**config.mk**
```make
export PLATFORM = sky130hd
export DESIGN_NAME = dmem_arbiter
export DESIGN_NICKNAME = d
export VERILOG_FILES = /design/src/rtl/dmem_arbiter_pkg.sv /design/src/rtl/dmem_starve_cnt.sv /design/src/rtl/dmem_arbiter.sv
export SDC_FILE = /design/constraint.sdc
export NUM_CORES = 1
export LEC_CHECK = 0
export CORE_AREA = 2 2 95 97
export DETAILED_ROUTE_END_ITERATION = 7
export DIE_AREA = 0 0 97 99
export PLACE_DENSITY = 0.74
export SETUP_SLACK_MARGIN = 0.15
export SYNTH_ARGS = -nofsm -noshare
export SYNTH_HDL_FRONTEND = slang
export SYNTH_SLANG_ARGS = --single-unit
export TNS_END_PERCENT = 100
```
**constraint.sdc**
```tcl
create_clock -name clock -period 2.6 [get_ports clock]
set_input_delay 0.52 -clock clock [delete_from_list [all_inputs] [get_ports clock]]
set_output_delay 0.52 -clock clock [all_outputs]
set_load 0.01 [all_outputs]
```
**src/rtl/dmem_arbiter_pkg.sv**
```systemverilog
// rtl/dmem_arbiter_pkg.sv - shared types and constants for the data-memory arbiter
package dmem_arbiter_pkg;

    // Arbiter FSM encoding; WAIT and STALL are only reachable with DMEM_ARB_STARVE_EN
    typedef enum logic [1:0] {
        ST_IDLE  = 2'd0,
        ST_WAIT  = 2'd1,
        ST_STALL = 2'd2
    } arb_state_e;

    localparam int DMEM_AW = 7;

    // Word-address slice of the pipeline byte address
    localparam int ADDR_HI = 8;
    localparam int ADDR_LO = 2;

    function automatic logic [DMEM_AW-1:0] word_addr(input logic [31:0] byte_addr);
        return byte_addr[ADDR_HI:ADDR_LO];
    endfunction

endpackage

```
**src/rtl/dmem_starve_cnt.sv**
```systemverilog
// rtl/dmem_starve_cnt.sv - saturating host wait counter with limit-reached flag
module dmem_starve_cnt #(
    parameter int LIMIT = 8
) (
    input  logic clock,
    input  logic reset,
    input  logic clear_i,
    input  logic load_one_i,
    input  logic inc_i,
    output logic limit_o
);

    localparam int CW = $clog2(LIMIT + 1);

    logic [CW-1:0] cnt_q;
    logic [CW-1:0] cnt_d;

    // Next count: clear wins, then load-one, then saturating increment
    always_comb begin
        cnt_d = cnt_q;
        if (clear_i) begin
            cnt_d = '0;
        end else if (load_one_i) begin
            cnt_d = CW'(1);
        end else if (inc_i && (32'(cnt_q) < 32'(LIMIT))) begin
            cnt_d = cnt_q + CW'(1);
        end
    end

    // Count register
    always_ff @(posedge clock or negedge reset) begin
        if (!reset) begin
            cnt_q <= '0;
        end else begin
            cnt_q <= cnt_d;
        end
    end

    // High when the coming increment reaches the limit
    assign limit_o = ((32'(cnt_q) + 32'd1) == 32'(LIMIT));

endmodule

```
**src/rtl/dmem_arbiter.sv**
```systemverilog
// rtl/dmem_arbiter.sv - data memory arbiter (pipeline vs host), starvation guard under DMEM_ARB_STARVE_EN
module dmem_arbiter
    import dmem_arbiter_pkg::*;
#(
    parameter int STARVE_LIMIT = 8,
    parameter int AW           = DMEM_AW
) (
    input  logic          clock,
    input  logic          reset,
    input  logic          pipe_oper,
    input  logic          pipe_readmem,
    input  logic          pipe_writemem,
    input  logic [31:0]   pipe_addr,
    input  logic [31:0]   pipe_wdata,
    output logic [31:0]   pipe_rdata,
    output logic          pipe_stall,
    input  logic          host_req,
    input  logic          host_we,
    input  logic [AW-1:0] host_addr,
    input  logic [31:0]   host_wdata,
    output logic          host_gnt,
    output logic          host_rvalid,
    output logic [31:0]   host_rdata,
    output logic [AW-1:0] mem_addr,
    output logic [31:0]   mem_wdata,
    output logic          mem_we,
    input  logic [31:0]   mem_rdata
);

    logic        pipe_access;
    logic        pipe_we;
    logic        in_stall;
    logic        host_rd_fire;
    logic        host_rvalid_q;
    logic [31:0] host_rdata_q;

    // Only the word-address bits of the pipeline address reach the memory
    logic unused_addr_bits;
    assign unused_addr_bits = ^{pipe_addr[31:ADDR_HI+1], pipe_addr[ADDR_LO-1:0]};

    assign pipe_access = pipe_oper & (pipe_readmem | pipe_writemem);
    // A load wins when both flags are set
    assign pipe_we     = pipe_oper & ~pipe_readmem & pipe_writemem;

`ifdef DMEM_ARB_STARVE_EN
    arb_state_e state_q;
    arb_state_e state_d;
    logic       cnt_clear;
    logic       cnt_load;
    logic       cnt_inc;
    logic       cnt_limit;

    dmem_starve_cnt #(
        .LIMIT (STARVE_LIMIT)
    ) u_starve_cnt (
        .clock      (clock),
        .reset      (reset),
        .clear_i    (cnt_clear),
        .load_one_i (cnt_load),
        .inc_i      (cnt_inc),
        .limit_o    (cnt_limit)
    );

    // State register
    always_ff @(posedge clock or negedge reset) begin
        if (!reset) begin
            state_q <= ST_IDLE;
        end else begin
            state_q <= state_d;
        end
    end

    // Next state and counter control; a blocked host escalates to a one-cycle pipeline stall
    always_comb begin
        state_d   = state_q;
        cnt_clear = 1'b0;
        cnt_load  = 1'b0;
        cnt_inc   = 1'b0;
        case (state_q)
            ST_IDLE: begin
                if (host_req && pipe_access) begin
                    state_d  = ST_WAIT;
                    cnt_load = 1'b1;
                end
            end
            ST_WAIT: begin
                if (host_gnt || !host_req) begin
                    state_d   = ST_IDLE;
                    cnt_clear = 1'b1;
                end else begin
                    cnt_inc = 1'b1;
                    if (cnt_limit) begin
                        state_d = ST_STALL;
                    end
                end
            end
            ST_STALL: begin
                state_d   = ST_IDLE;
                cnt_clear = 1'b1;
            end
            default: begin
                state_d   = ST_IDLE;
                cnt_clear = 1'b1;
            end
        endcase
    end

    assign in_stall   = (state_q == ST_STALL);
    assign pipe_stall = in_stall;
`else
    // Without the guard the host simply waits for a pipeline-idle cycle
    logic unused_cfg;
    assign unused_cfg = (STARVE_LIMIT < 2);
    assign in_stall   = 1'b0;
    assign pipe_stall = 1'b0;
`endif

    assign host_gnt = host_req & (~pipe_access | in_stall);

    // Memory port mux; a stalled pipeline store must not reach the memory
    always_comb begin
        mem_addr  = AW'(word_addr(pipe_addr));
        mem_wdata = pipe_wdata;
        mem_we    = pipe_we & ~in_stall;
        if (host_gnt) begin
            mem_addr  = host_addr;
            mem_wdata = host_wdata;
            mem_we    = host_we;
        end
    end

    assign pipe_rdata   = mem_rdata;
    assign host_rd_fire = host_gnt & ~host_we;

    // Host read return: one-cycle valid pulse, data held between reads
    always_ff @(posedge clock or negedge reset) begin
        if (!reset) begin
            host_rvalid_q <= 1'b0;
            host_rdata_q  <= '0;
        end else begin
            host_rvalid_q <= host_rd_fire;
            if (host_rd_fire) begin
                host_rdata_q <= mem_rdata;
            end
        end
    end

    assign host_rvalid = host_rvalid_q;
    assign host_rdata  = host_rdata_q;

endmodule

```
==> results of run 1 <==
==> cell families (layout without fill, tap and decap cells) <==
kind of cell / count (synthesis) / count (layout) / synth area share, %
and+or+nand+nor: 2 / 2 / 0.7593
muxes: 71 / 71 / 40.44
DFF: 33 / 33 / 41.77
AOI/OAI and AO/OA: 3 / 3 / 1.076
other: 1 / 3 / 0.1897
buffers and inverters: 42 / 246 / 15.76
==> synth_stat cells <==
cell type,count
sky130_fd_sc_hd__o21ai_2,1
sky130_fd_sc_hd__inv_1,2
sky130_fd_sc_hd__buf_4,33
sky130_fd_sc_hd__buf_2,4
sky130_fd_sc_hd__nand3b_2,1
sky130_fd_sc_hd__buf_6,2
sky130_fd_sc_hd__conb_1,1
sky130_fd_sc_hd__mux2_2,71
sky130_fd_sc_hd__a21oi_1,1
sky130_fd_sc_hd__clkbuf_8,1
sky130_fd_sc_hd__nand2_1,1
sky130_fd_sc_hd__dfrtp_1,33
sky130_fd_sc_hd__a22oi_1,1
==> routing by layer <==
layer | vias to the layer above | wire, um | track usage [%]
li1 | 906 | - | -
met1 | 892 | 2452 | 14.70
met2 | 142 | 3530 | 25.53
met3 | 8 | 904 | 8.014
met4 | 0 | 132 | 4.659
met5 | - | 0 | 0
==> power by group <==
group,internal (W),total (W),switching (W)
Sequential,0.000610,0.000655,0.0000448
Clock,0.000312,0.000481,0.000169
Combinational,0.000556,0.000827,0.000271
==> stage by stage <==
stage | cells | power [W] | setup WS (ns) | setup TNS [ns]
CTS | 464 | 0.002013 | 0.1645 | 0
floorplan | 152 | 0.0009725 | 0.8324 | 0
global placement | 449 | 0.001503 | -0.2158 | -7.185
detailed placement | 449 | 0.001519 | -0.2281 | -7.710
finish | 466 | 0.001963 | 0.1928 | 0
global route | 465 | 0.002082 | 0.1505 | 0
==> state kept, by name (all words and copies together) (netlist names) <==
name	count
host_rvalid	1
host_rdata	32
==> layout make-up <==
cell class                      instances  area (um^2)  share of cell area [%]
Tap cell                              108        135.1                   3.176
Clock buffer                            7        86.33                   2.029
Multi-Input combinational cell         77        847.1                   19.91
Clock inverter                          1        30.03                  0.7057
Inverter                                2        7.507                  0.1764
Timing Repair Buffer                  236         2318                   54.48
Sequential cell                        33        825.8                   19.41
Antenna cell                            2        5.005                  0.1176
==> cell usage in the layout (no fill, tap or decap), types with 2 or more instances in the layout <==
cell	n
sky130_fd_sc_hd__buf_4	8
sky130_fd_sc_hd__diode_2	2
sky130_fd_sc_hd__buf_12	4
sky130_fd_sc_hd__clkdlybuf4s15_1	10
sky130_fd_sc_hd__dfrtp_1	33
sky130_fd_sc_hd__clkdlybuf4s15_2	3
sky130_fd_sc_hd__clkbuf_8	6
sky130_fd_sc_hd__inv_1	2
sky130_fd_sc_hd__clkdlybuf4s50_1	179
sky130_fd_sc_hd__mux2_2	71
sky130_fd_sc_hd__buf_2	2
sky130_fd_sc_hd__clkbuf_2	11
sky130_fd_sc_hd__dlygate4sd2_1	17
==> worst paths after layout <==
check / endpoint / cells past startpoint
min: host_rdata[1]$_DFFE_PN0P_ / 1
min in group asynchronous: host_rdata[16]$_DFFE_PN0P_ / 2
max in group asynchronous: host_rdata[19]$_DFFE_PN0P_ / 2
max: mem_wdata[20] / 7
max reg2reg: host_rdata[8]$_DFFE_PN0P_ / 1
min reg2reg: host_rdata[1]$_DFFE_PN0P_ / 1
==> timing repair <==
item                                    CTS  global route
endpoints found under the setup margin   40            23
pin swaps                                 2             2
resized for setup                        76            15
gates cloned                              1             0
buffers inserted                          6             0
hold endpoints to repair                  0             0
==> summary by stage, run 1 <==
Outcome
The flow ran to the end, and the final reports show no timing, DRC or antenna violations.

Synth
The share of Yosys cell area claimed by the top area cell type is 41.77%. The count of mapped cells out of synthesis is 152. After synthesis the netlist holds a flip-flop and latch count of 33.

The net count of the mapped netlist is 294. Sequential cells were found to cover 41.77% of the synthesized design area. The mean post-synth cell area is 13.01 um^2. The number of warnings reported in the yosys synthesis log is 0. The library cell with the largest summed area after synthesis is sky130_fd_sc_hd__dfrtp_1.

The number of different library cells in the post-synthesis netlist is 13. After synthesis, the cell types taking the most area are sky130_fd_sc_hd__dfrtp_1, sky130_fd_sc_hd__mux2_2, sky130_fd_sc_hd__buf_4, sky130_fd_sc_hd__buf_6, sky130_fd_sc_hd__buf_2. The summed instance area of the synthesized netlist is 0.001977 mm^2.

Floorplanning
For this design the top-level I/O count stands at 249. The floorplan step defined a die boundary enclosing 0.009603 mm^2. The floorplan step set the die width to 97 um. The area of the core is 0.008551 mm^2.

The floorplan has 34 rows. The die height is 99 um. The starting utilization of the core area is 23.12%.

Routing
After detailed routing, the number of remaining DRC violations is 0. The detailed router finished its first iteration with 11 violations. For this run, the detailed router's first-pass iteration total came to 4. The via count normalized by instance count is 4.180.

In the final routed layout, each cell accounts on average for 15.06 um. The total number of vias is 1948. The antenna violation net count after detailed routing is 0. The routed wire length is 7020 um.

Critical path
The critical path goes through dlygate4sd2_1 -> o21ai_2 -> nand2_4 -> buf_12 -> buf_12 -> mux2_2 -> clkdlybuf4s15_2. The element type at the critical path start is a primary input. The critical path endpoint category is a primary output. The slowest stage of the critical path is the sky130_fd_sc_hd__mux2_2 cell.

The cell class contributing the biggest share of worst-path delay is buffers and inverters. Along the worst path, the maximum fanout reaches 15. The critical path is of the in2out type. The worst path required time is 2.08 ns. The worst endpoint data arrival time is 1.89 ns. Counting both buffers and inverters, the worst setup path holds a total of 4. The origin of the worst setup path is pipe_writemem. In this design, the stage delay of the slowest critical-path cell is 0.28 ns. The cell repeated most along the worst path is sky130_fd_sc_hd__buf_12. The start of the worst register-to-register path is host_rdata[8]$_DFFE_PN0P_. Setup slack on the worst reg-to-reg path comes out at 1.83 ns.

Global routing
The first global-routing pass estimated 10790 um of wire. The number of antenna violations at the first check in global routing is 2. The total grt overflow is 0. The total routing usage reported by global routing is 14.51%. The number of global-route vias before repair is 2075.

The maximum number of pins on one net before global-route repair is 34.

Placed design
Input and output buffers added on the ports amount to 222. The placed instances occupy a cell area of 0.004108 mm^2. The HPWL after detailed placement is 5938 um. The placer's final routability congestion estimate is 0.7642.

Timing
After layout, the minimum clock period comes to 2.407 ns. Based on the critical path, the design can be clocked at up to 0.4154 GHz. Between clock sinks in the finished design, the worst skew comes to 0 ns. The number of hold violations in the final report is 0. The final setup violation count is 0. On the final layout, the worst hold slack is 0.5022 ns. In the finished design, the share of the clock period the worst path needs comes to 92.58%. Setup repair after global routing left no endpoint under its margin.

The final max-slew violation count was 0.

Pwr
VDD sags by at most 260.7 uV. For this design the static power due to leakage is 1.780 nW. Dividing total power by cell area gives a power density of 461.2 mW/mm^2.

Cells and area
At the end of the flow, the number of nets in the layout was 497. Once layout is complete, the utilization of the core stands at 49.77%. The number of inserted filler cells in the final layout is 791.

The signed area change from the synthesized netlist to the final layout is 115.3%. Once layout is done, the placed cells without fillers occupy 0.004255 mm^2. The fraction of final layout cells sized beyond drive strength 1 is 31.18%.

Clocking
The clock tree from TritonCTS is done. The clock insertion delay at the later pin of the skew report is 0.27 ns. After clock tree synthesis, the flow added hold-fix buffers numbering 0. The clock transition at the register clock pins on the worst setup and hold paths after CTS is 0.06 ns.

The number of buffers created by CTS is 5. The count of H-tree levels built during CTS is 2. No sink is reached through more buffers than the 2 on the longest clock path. The root cell of the clock tree is sky130_fd_sc_hd__clkbuf_8. The number of clock sinks seen by CTS is 33.

Hold path
The startpoint identified for the worst hold timing path is host_rdata[1]$_DFFE_PN0P_. The class of the tightest hold or removal check is reg2reg.

Run
Max-cap violations in this run came to 0.
No activity file was read; power rests on OpenSTA's default activity.
==> run 2: changes to the inputs <==
Settings changed: SLEW_MARGIN set to 15.
==> results of run 2 <==
The final DEF is identical to that of run 1; final timing and power are the same.
==> run 3: changes to the inputs <==
Settings changed: CELL_PAD_IN_SITES_DETAIL_PLACEMENT set to 1, CELL_PAD_IN_SITES_GLOBAL_PLACEMENT set to 2, CORE_AREA 2 2 95 97 to not set, CORE_ASPECT_RATIO set to 0.75, CORE_UTILIZATION set to 14, DIE_AREA 0 0 97 99 to not set, PLACE_DENSITY 0.74 to not set, PLACE_DENSITY_LB_ADDON set to 0.1.
==> summary by stage, run 3 (same netlist as run 1, synthesis figures left out) <==
Timing
The tightest hold margin is 0.3201 ns (-0.1821 ns). For the pin with the worst max-slew slack, the measured transition is 0.7775 ns. The final period demand of the worst path was 2.388 ns (-0.01909 ns). The final setup violation count is 0 (unchanged). The final max-slew violation count is 0 (unchanged). The total negative slack came to 0 ns (unchanged). The number of hold violations in the final report is 0 (unchanged). The worst setup skew after layout came to 0 ns (unchanged).

Setup repair after global routing left no endpoint under its margin. The worst pin sits at a relative slew slack of 48.17%. The share of the cycle needed by the critical path after routing is 91.85% (-0.73 points). The upper clock frequency limit is 0.4187 GHz (+0.80%).

Critical path
The cell at the slowest stage of the critical path is sky130_fd_sc_hd__mux2_4. The cell repeated most along the worst path is sky130_fd_sc_hd__buf_6. In this run the critical register-to-register path is captured at host_rdata[26]$_DFFE_PN0P_.

The cell count of the worst reg-to-reg path is 1 (unchanged). The worst setup path is launched from a primary input. The biggest cell delay along the critical path came to 0.30 ns (+0.02 ns). The maximum fanout count along the critical path is 10 (-5). The setup slack of the most critical reg-to-reg path is 1.84 ns (about the same). The start of the worst register-to-register path is host_rdata[26]$_DFFE_PN0P_. The critical path goes through clkdlybuf4s15_1 -> o21ai_2 -> nand2_4 -> buf_6 -> bufbuf_16 -> mux2_4 -> buf_6. The worst endpoint data arrival time is 1.87 ns (-0.02 ns). The critical path endpoint category is a primary output.

The critical path is of the in2out type. The worst path required time came to 2.08 ns (about the same).

Global routing
The maximum number of pins on one net before global-route repair came to 34 (unchanged). The total routing usage reported by global routing is 12.56% (-1.9 points). The number of antenna violations at the first check in global routing is 0 (-2). The wire length of the first global-routing pass is 13630 um (+26%). The number of global-route vias before repair came to 2204 (+6.2%). The total grt overflow came to 0 (unchanged).

Clocking
The clock tree from TritonCTS is done. The number of clock sinks seen by CTS came to 33 (unchanged). The number of buffers added to fix hold violations after cts is 0 (unchanged). The clock transition at the register clock pins on the worst setup and hold paths after CTS was 0.05 ns (about the same). The maximum number of buffers from clock root to sink was 2 (unchanged).

The number of buffers created by CTS was 5 (unchanged). The root cell of the clock tree is sky130_fd_sc_hd__clkbuf_16. The count of H-tree levels built during CTS is 2 (unchanged). The clock insertion delay at the later pin of the skew report is 0.27 ns (about the same).

Outcome
The checks that failed: DRC. The flow ran to the end, but the final reports show violations.

Floorplanning
The number of placement rows is 37 (+8.8%). The die height was 104.9 um (+6.0%). The starting utilization of the core area was 14.38% (-8.7 points). The area of the die was 0.01461 mm^2 (+52%).

The top-level I/O count is 249 (unchanged). The horizontal die dimension is 139.2 um (+44%). The area of the core is 0.01375 mm^2 (+61%).

Pwr
The power per standard cell area is 500.7 mW/mm^2 (+8.5%). The peak ir drop on the vdd network is 195.7 uV (-25%). The total design power is 0.002195 W (+12%). The standby leakage power was 1.809 nW (+1.6%).

Cells and area
The flip-flop count of the largest register, all copies and words added came to 32 (unchanged). Leaving out fill and tap cells, the most frequent cell in the layout is sky130_fd_sc_hd__clkdlybuf4s50_1. The fraction of final layout cells sized beyond drive strength 1 is 29.75% (-1.4 points). The signed area change from the synthesized netlist to the final layout is 121.8%. Leaving out fill and tap cells, the most frequent cells in the layout are sky130_fd_sc_hd__clkdlybuf4s50_1, sky130_fd_sc_hd__mux2_2, sky130_fd_sc_hd__dfrtp_1. The net total in the final layout was 494 (-0.60%). The count of placed standard cells in the final layout, fillers left out was 528 (+13%). The utilization after layout is 31.89% (-18 points). The number of antenna diodes is 0 (-2).

Placed design
The number of port buffers came to 222 (unchanged). The placer's final routability congestion estimate is 0.7664 (+0.29%). The half-perimeter wire length after placement is 7300 um (+23%).

The post-placement cell count is 516 (+15%).

Routing
The antenna violation net count after detailed routing is 0 (unchanged). The first-pass detailed-route iteration total is 6 (+2). The number of remaining DRC errors is 9 (+9).

The total number of vias is 1938 (-0.51%). The via count normalized by instance count is 3.670 (-12%). The routed wire length came to 8813 um (+26%).

The number of violations reported at the end of detailed-routing iteration 0 was 37 (+26). The average routed wire per standard cell came to 16.69 um (+11%).

Run
The number of max-cap violations is 0 (unchanged).

Hold path
The path class of the tightest hold or removal check is in2async.
## run 3: changes by cell type in the layout (fill, tap and decap cells not counted), moves of 3 or more
cell and delta:
sky130_fd_sc_hd__clkbuf_2 -9, sky130_fd_sc_hd__clkdlybuf4s15_1 +9, sky130_fd_sc_hd__buf_2 +8, sky130_fd_sc_hd__clkbuf_16 +5, sky130_fd_sc_hd__clkbuf_8 -5, sky130_fd_sc_hd__dlygate4sd2_1 -4
sky130_fd_sc_hd__clkdlybuf4s15_2 -3
## run 3: worst max-delay path by stage
stage	start	endpoint	slack [ns]
finish	pipe_writemem	mem_addr[6]	0.21
global route	pipe_writemem	mem_addr[6]	0.15
CTS	pipe_readmem	mem_addr[3]	0.16
global placement	pipe_writemem	mem_wdata[22]	-0.27
detailed placement	pipe_writemem	mem_wdata[30]	-0.28
floorplan	pipe_writemem	mem_addr[0]	0.83
## run 3: cell type report
| class | count | area [um^2] |
|---|---|---|
| Fill cell | 1511 | 9365 |
| Timing Repair Buffer | 233 | 2308 |
| Multi-Input combinational cell | 77 | 850.8 |
| Sequential cell | 33 | 825.8 |
| Tap cell | 175 | 219.0 |
| Clock buffer | 7 | 142.6 |
| Clock inverter | 1 | 30.03 |
| Inverter | 2 | 7.507 |
## run 3: what timing repair did
item,in CTS,in global routing
endpoints found under the setup margin,41,29
gates resized for setup,95,8
pin swaps,2,2
buffers inserted,2,0
cloned,2,0
## run 3: power breakdown
group	leakage [nW]	internal [W]	switching, W
clock	0.0841	0.000478	0.000210
sequential	0.391	0.000611	0.0000451
combinational	1.33	0.000558	0.000293
total	1.81	0.00165	0.000548
## run 3: worst max-delay path: cells and delay by family
| kind | cells | cell delay (ns) |
|---|---|---|
| buffers and inverters | 4 | 0.73 |
| muxes | 1 | 0.30 |
| and+or+nand+nor | 1 | 0.11 |
| AOI/OAI and AO/OA | 1 | 0.21 |
## run 3: per-stage QoR
step	worst slack [ns]	area, um^2
final	0.2119	4384
after global routing	0.1517	4384
after CTS	0.1561	4377
after detailed placement	-0.2773	4187
after global placement	-0.2671	4187
after floorplan	0.8324	1977
## run 3: layer usage
metal / GRT usage [%] / vias up / routed length (um)
met5: 0 / - / 0
met4: 2.619 / 0 / 62
met3: 4.400 / 8 / 749
met2: 22.51 / 96 / 4590
met1: 14.34 / 930 / 3410
li1: - / 904 / -
